File: src/rtl/fetch_unit.sv
// Instruction-fetch stage: PC, IDLE/RUN/HALT control, IF/ID register and branch-target LUT.
// Optional performance counters are enabled with `define FETCH_PERF_CNT_EN.
module fetch_unit #(
  parameter int IW   = 9,
  parameter int PCW  = 10,
  parameter int LUTD = 16
) (
  input  logic                     Clk,
  input  logic                     Reset,
  input  logic                     start,
  input  logic [PCW-1:0]           start_pc,
  input  logic                     stall,
  output logic [PCW-1:0]           imem_addr,
  input  logic [IW-1:0]            imem_data,
  input  logic                     branch,
  input  logic                     branch_taken,
  input  logic                     lut_we,
  input  logic [$clog2(LUTD)-1:0]  lut_addr,
  input  logic [PCW-1:0]           lut_data,
  output logic [IW-1:0]            ir,
  output logic [PCW-1:0]           ir_pc,
  output logic                     ir_valid,
  output logic [2:0]               op_code,
  output logic [1:0]               func,
  output logic                     mov_func,
`ifdef FETCH_PERF_CNT_EN
  output logic [15:0]              cycle_cnt,
  output logic [15:0]              instr_cnt,
`endif
  output logic                     done
);

  localparam int LAW = $clog2(LUTD);

  typedef enum logic [1:0] {IDLE, RUN, HALT} state_t;

  state_t         state, state_nxt;
  logic [PCW-1:0] pc, pc_nxt;
  logic [IW-1:0]  ir_nxt;
  logic [PCW-1:0] ir_pc_nxt;
  logic           ir_valid_nxt;
  logic           load;
  logic           start_go;
  logic [PCW-1:0] lut [LUTD];

  assign imem_addr = pc;
  assign op_code   = ir[IW-1:IW-3];
  assign func      = ir[IW-4:IW-5];
  assign mov_func  = ir[IW-4];
  assign done      = (state == HALT);

  always_comb begin
    state_nxt    = state;
    pc_nxt       = pc;
    ir_nxt       = ir;
    ir_pc_nxt    = ir_pc;
    ir_valid_nxt = ir_valid;
    load         = 1'b0;
    start_go     = 1'b0;
    case (state)
      IDLE, HALT: begin
        if (start) begin
          pc_nxt       = start_pc;
          ir_valid_nxt = 1'b0;
          state_nxt    = RUN;
          start_go     = 1'b1;
        end
      end
      RUN: begin
        if (!stall) begin
          // HALT beats branch beats sequential fetch; the first two discard the word on imem_data.
          if (ir_valid && op_code == 3'b111) begin
            state_nxt    = HALT;
            ir_valid_nxt = 1'b0;
          end else if (ir_valid && branch && branch_taken) begin
            pc_nxt       = lut[ir[LAW-1:0]];
            ir_valid_nxt = 1'b0;
          end else begin
            ir_nxt       = imem_data;
            ir_pc_nxt    = pc;
            ir_valid_nxt = 1'b1;
            pc_nxt       = pc + PCW'(1);
            load         = 1'b1;
          end
        end
      end
      default: state_nxt = IDLE;
    endcase
  end

  always_ff @(posedge Clk or posedge Reset) begin
    if (Reset) begin
      state    <= IDLE;
      pc       <= '0;
      ir       <= '0;
      ir_pc    <= '0;
      ir_valid <= 1'b0;
    end else begin
      state    <= state_nxt;
      pc       <= pc_nxt;
      ir       <= ir_nxt;
      ir_pc    <= ir_pc_nxt;
      ir_valid <= ir_valid_nxt;
    end
  end

  always_ff @(posedge Clk or posedge Reset) begin
    if (Reset) begin
      for (int unsigned i = 0; i < LUTD; i++) lut[i] <= '0;
    end else if (lut_we && state != RUN) begin
      lut[lut_addr] <= lut_data;
    end
  end

`ifdef FETCH_PERF_CNT_EN
  always_ff @(posedge Clk or posedge Reset) begin
    if (Reset) begin
      cycle_cnt <= '0;
      instr_cnt <= '0;
    end else if (start_go) begin
      cycle_cnt <= '0;
      instr_cnt <= '0;
    end else if (state == RUN) begin
      if (cycle_cnt != '1)         cycle_cnt <= cycle_cnt + 16'd1;
      if (load && instr_cnt != '1) instr_cnt <= instr_cnt + 16'd1;
    end
  end
`endif

endmodule

File: config.mk
export PLATFORM = sky130hd
export DESIGN_NAME = fetch_unit
export DESIGN_NICKNAME = d
export VERILOG_FILES = /design/src/rtl/fetch_unit.sv
export SDC_FILE = /design/constraint.sdc
export NUM_CORES = 1
export LEC_CHECK = 0
export ABC_AREA = 1
export BUFFER_PORTS_ARGS = -buffer_cell sky130_fd_sc_hd__buf_2
export CORE_ASPECT_RATIO = 0.7
export CORE_MARGIN = 1
export CORE_UTILIZATION = 54
export CTS_CLUSTER_DIAMETER = 50
export CTS_CLUSTER_SIZE = 30
export DETAILED_ROUTE_END_ITERATION = 8
export GPL_TIMING_DRIVEN = 1
export PLACE_DENSITY_LB_ADDON = 0.08
export SETUP_SLACK_MARGIN = 0.2
export SYNTH_ARGS = -nofsm -noshare
export SYNTH_HDL_FRONTEND = slang
export SYNTH_SLANG_ARGS = --single-unit
File: constraint.sdc
create_clock -name Clk -period 5.7 [get_ports Clk]
set_clock_uncertainty 0.15 [all_clocks]
set_input_delay 0.285 -clock Clk [delete_from_list [all_inputs] [get_ports Clk]]
set_output_delay 0.285 -clock Clk [all_outputs]
set_load 0.02 [all_outputs]
==> reports/metrics.cfg <==
[outcome]
status = finished clean

[setup_path]
critPathArrivalTime_ps = 2850
ff2ff_path_depth = 8
r2r_start = ir[2]$_DFFE_PP0P_
startpoint = ir[2]$_DFFE_PP0P_
r2r_end = imem_addr[3]$_DFFE_PP0P_
end_kind = flip-flop
crit_required_ps = 5930
cp-start-kind = flip-flop
path_class = flip-flop to flip-flop
critPathMaxFanout = 19
endpoint = imem_addr[3]$_DFFE_PP0P_
reg2reg_setup_slack_ps = 3080

[logic_synthesis]
synth_top_family_by_area = simple AND/OR/NAND/NOR gates
synth_compound_area_frac = 0.121
synth_area_sq_mm = 0.00923
syn_nets = 1239
synth.avg_cell_area_sq_um = 7.70
synth_top_area_cell = dfrtp_1
synth_top_area_share = 0.521
yosysWarnings = 0
synth-xor-area-share = 0.000949
muxShareOfSynthArea = 0.0146
syn-instance-count = 1198
synth_fa_ha_area_frac = 0.00136
synth_area_leaders = dfrtp_1, nand2_1, o21ai_0
synth-seq-area-share = 0.521
ys_types = 27
synth_seq_cells = 192
synth-simple-area-share = 0.262

[hold_path]
hold-path-cell-count = 3
hp-class = input pin to flip-flop

[clocking]
clk_latency_ps = 440
post_cts_resized = 0
clk_pin_slew_ps = 70
clock_sinks = 192
cts_buffer_depth = 2
tritoncts = yes
cts_root_buffer = clkbuf_16
htreeDepth = 4
post_cts_buffers = 0
cts_made_buffers = 17

[global_route]
grt-busiest-layer = met1
gr-total-overflow = 0
grt_pass1_vias = 7502
met2_usage = 0.431
grt_start_max_net_pins = 142
grt_pass1_wl_mm = 40.6
met3_usage = 0.0693
gr-usage-all-layers = 0.303
antenna_found_initial = 0
grt.met1_usage = 0.455

[power_and_ir_drop]
power.switching_mw = 2.60
power_mw = 6.13
clkPwrFrac = 0.209
leakage_nw = 5.13
p_per_area_mw_per_mm2 = 595
p_int_mw = 3.53
switching_share = 0.425
seqPwrFrac = 0.389
combPwrFrac = 0.402
max-vdd-ir-drop_uv = 537

[routing]
antenna_left = 0
dr_total_vias = 7976
wl_mm = 25.1
via_per_inst = 5.45
drt_drc_violations_left = 0
drt_iter0_markers = 1051
wl_per_cell_microns = 17.1
dr.pass1.iters = 5

[final_layout]
area_growth_pct = 11.6
multi_input_area_sq_mm = 0.00369
drive_gt1_frac = 0.109
antenna_cells = 0
num-nets-final = 1267
nFillCells = 1541
seqCellArea_sq_mm = 0.00481

[floorplanning]
io_pins = 77
core_sq_mm = 0.0165
die-area_sq_mm = 0.0176
rows = 39
start_util = 0.560
die_x_microns = 158
die_h_microns = 111

[sta]
finalCritPeriodShare = 0.460
rsz0062_at_grt = no
relSlewSlack = 0.325
slew_viol_final = 0
tns_ps = 0
max_freq_ghz = 0.381
hold_viol = 0
post-route-min-period_ps = 2620
setup_viol = 0
worst_pin_slew_ps = 1010

[job]
cap_violations = 0

[placement]
gp_congestion = 0.844
port_buffers = 76
place_hpwl_mm = 15.6

## area by class of cell
class                      instances  share of cell area
sequential                       192               0.466
multi-input combinational        833               0.358
timing repair buffer              95              0.0551
clock buffer                      17              0.0413
inverter                          87              0.0321
tap                              225              0.0273
clock inverter                    15              0.0193
## metrics by stage
| step | area (sq um) | setup WS (ps) | util | instances | hold WS, ps |
|---|---|---|---|---|---|
| after floorplan | 9230 | 2790 | - | 1198 | 284 |
| after global placement | 9550 | 3340 | 0.579 | 1419 | 310 |
| after detailed placement | 9550 | 3180 | 0.579 | 1419 | 318 |
| after CTS | 10300 | 3150 | 0.625 | 1464 | 0.905 |
| after global routing | 10300 | 2930 | 0.625 | 1464 | 23.3 |
| final | 10300 | 3080 | 0.625 | 1464 | 2.87 |
## power groups by stage
| stage | clock [mW] | combinational [mW] | sequential (mW) |
|---|---|---|---|
| floorplan | 0 | 1.77 | 2.39 |
| detailed placement | 0 | 2.43 | 2.39 |
| global route | 1.34 | 2.77 | 2.46 |
| CTS | 1.29 | 2.44 | 2.37 |
| finish | 1.28 | 2.46 | 2.38 |
| global placement | 0 | 2.40 | 2.37 |
## placed cells by master, fill, tap and decap left out
| cell type | Yosys | routed |
|---|---|---|
| o21a_1 | 1 | 1 |
| or2_2 | 2 | 2 |
| nand2_2 | 2 | 2 |
| buf_4 | 14 | 5 |
| o21ai_1 | 2 | 2 |
| nand3_1 | 101 | 101 |
| o2111ai_1 | 1 | 1 |
| o21ai_0 | 190 | 190 |
| inv_1 | 82 | 80 |
| nor2_1 | 86 | 86 |
| dlygate4sd3_1 | 0 | 13 |
| nand2_1 | 411 | 411 |
| a31oi_1 | 2 | 2 |
| clkinvlp_4 | 0 | 2 |
| mux2_4 | 9 | 9 |
| bufinv_16 | 0 | 3 |
| nor2_2 | 1 | 1 |
| clkbuf_16 | 0 | 17 |
| buf_2 | 17 | 76 |
| o211ai_1 | 9 | 9 |
| ha_1 | 1 | 1 |
| nor2_4 | 1 | 1 |
| xor2_1 | 1 | 1 |
| buf_12 | 0 | 1 |
| clkinv_1 | 1 | 2 |
| nand4_1 | 1 | 1 |
| a21oi_1 | 12 | 12 |
| dfrtp_1 | 192 | 191 |
| inv_6 | 0 | 5 |
| inv_2 | 4 | 4 |
| inv_8 | 0 | 2 |
| dfrtp_2 | 0 | 1 |
| clkinv_4 | 0 | 4 |
## cell usage after synthesis
cell and number:
inv_1 82, inv_2 4, o211ai_1 9, buf_1 2
nor2_4 1, clkinv_1 1, nand3_1 101, nor2_2 1
a31oi_1 2, ha_1 1, mux2_4 9, clkbuf_1 52
nand2_2 2, xor2_1 1, a21oi_1 12, nor2_1 86
buf_6 1, buf_4 14, or2_2 2, nand2_1 411
buf_2 17, o21ai_1 2, o21ai_0 190, dfrtp_1 192
o21a_1 1, nand4_1 1, o2111ai_1 1
## per-layer routing
layer / wire (microns) / vias to the layer above
met1: 12100 / 3797
met2: 10600 / 284
met3: 1870 / 37
li1: - / 3858
met4: 537 / 0
met5: 0 / -
## repair_timing
item	CTS	global route
hold endpoints to repair	63	0
setup endpoints to repair	0	0
hold buffers	13	0
## critical path, stage by stage (launching register included)
cell	delay, ps
dfrtp_1	860
clkinv_1	810
nand3_1	310
nand3_1	100
nand2_1	100
nand2_1	60
nand2_1	70
nand2_1	40
nand2_1	50
## logic make-up (layout without fill, tap and decap cells)
kind of cell,after synthesis,in the layout
mux,9,9
flops,192,192
simple gates,605,605
xor+xnor,1,1
fa+ha+maj,1,1
compound gates,217,217
buf+inv,173,214
## worst min-delay path by stage
stage / slack (ps) / end / startpoint
floorplan: 280 / ir[4]$_DFFE_PP0P_ / imem_data[4]
global placement: 310 / lut[147]$_DFFE_PP0P_ / lut[147]$_DFFE_PP0P_
detailed placement: 320 / lut[147]$_DFFE_PP0P_ / lut[147]$_DFFE_PP0P_
global route: 20 / ir[2]$_DFFE_PP0P_ / imem_data[2]
CTS: 0.9 / ir[2]$_DFFE_PP0P_ / imem_data[2]
finish: 3 / ir[2]$_DFFE_PP0P_ / imem_data[2]
## flip-flops by register name, indices dropped and copies added, names as in the netlist
signal,cells
lut,160
imem_addr,10
ir_pc,10
ir,9
state,2
ir_valid,1
No activity file was read; power rests on OpenSTA's default activity.
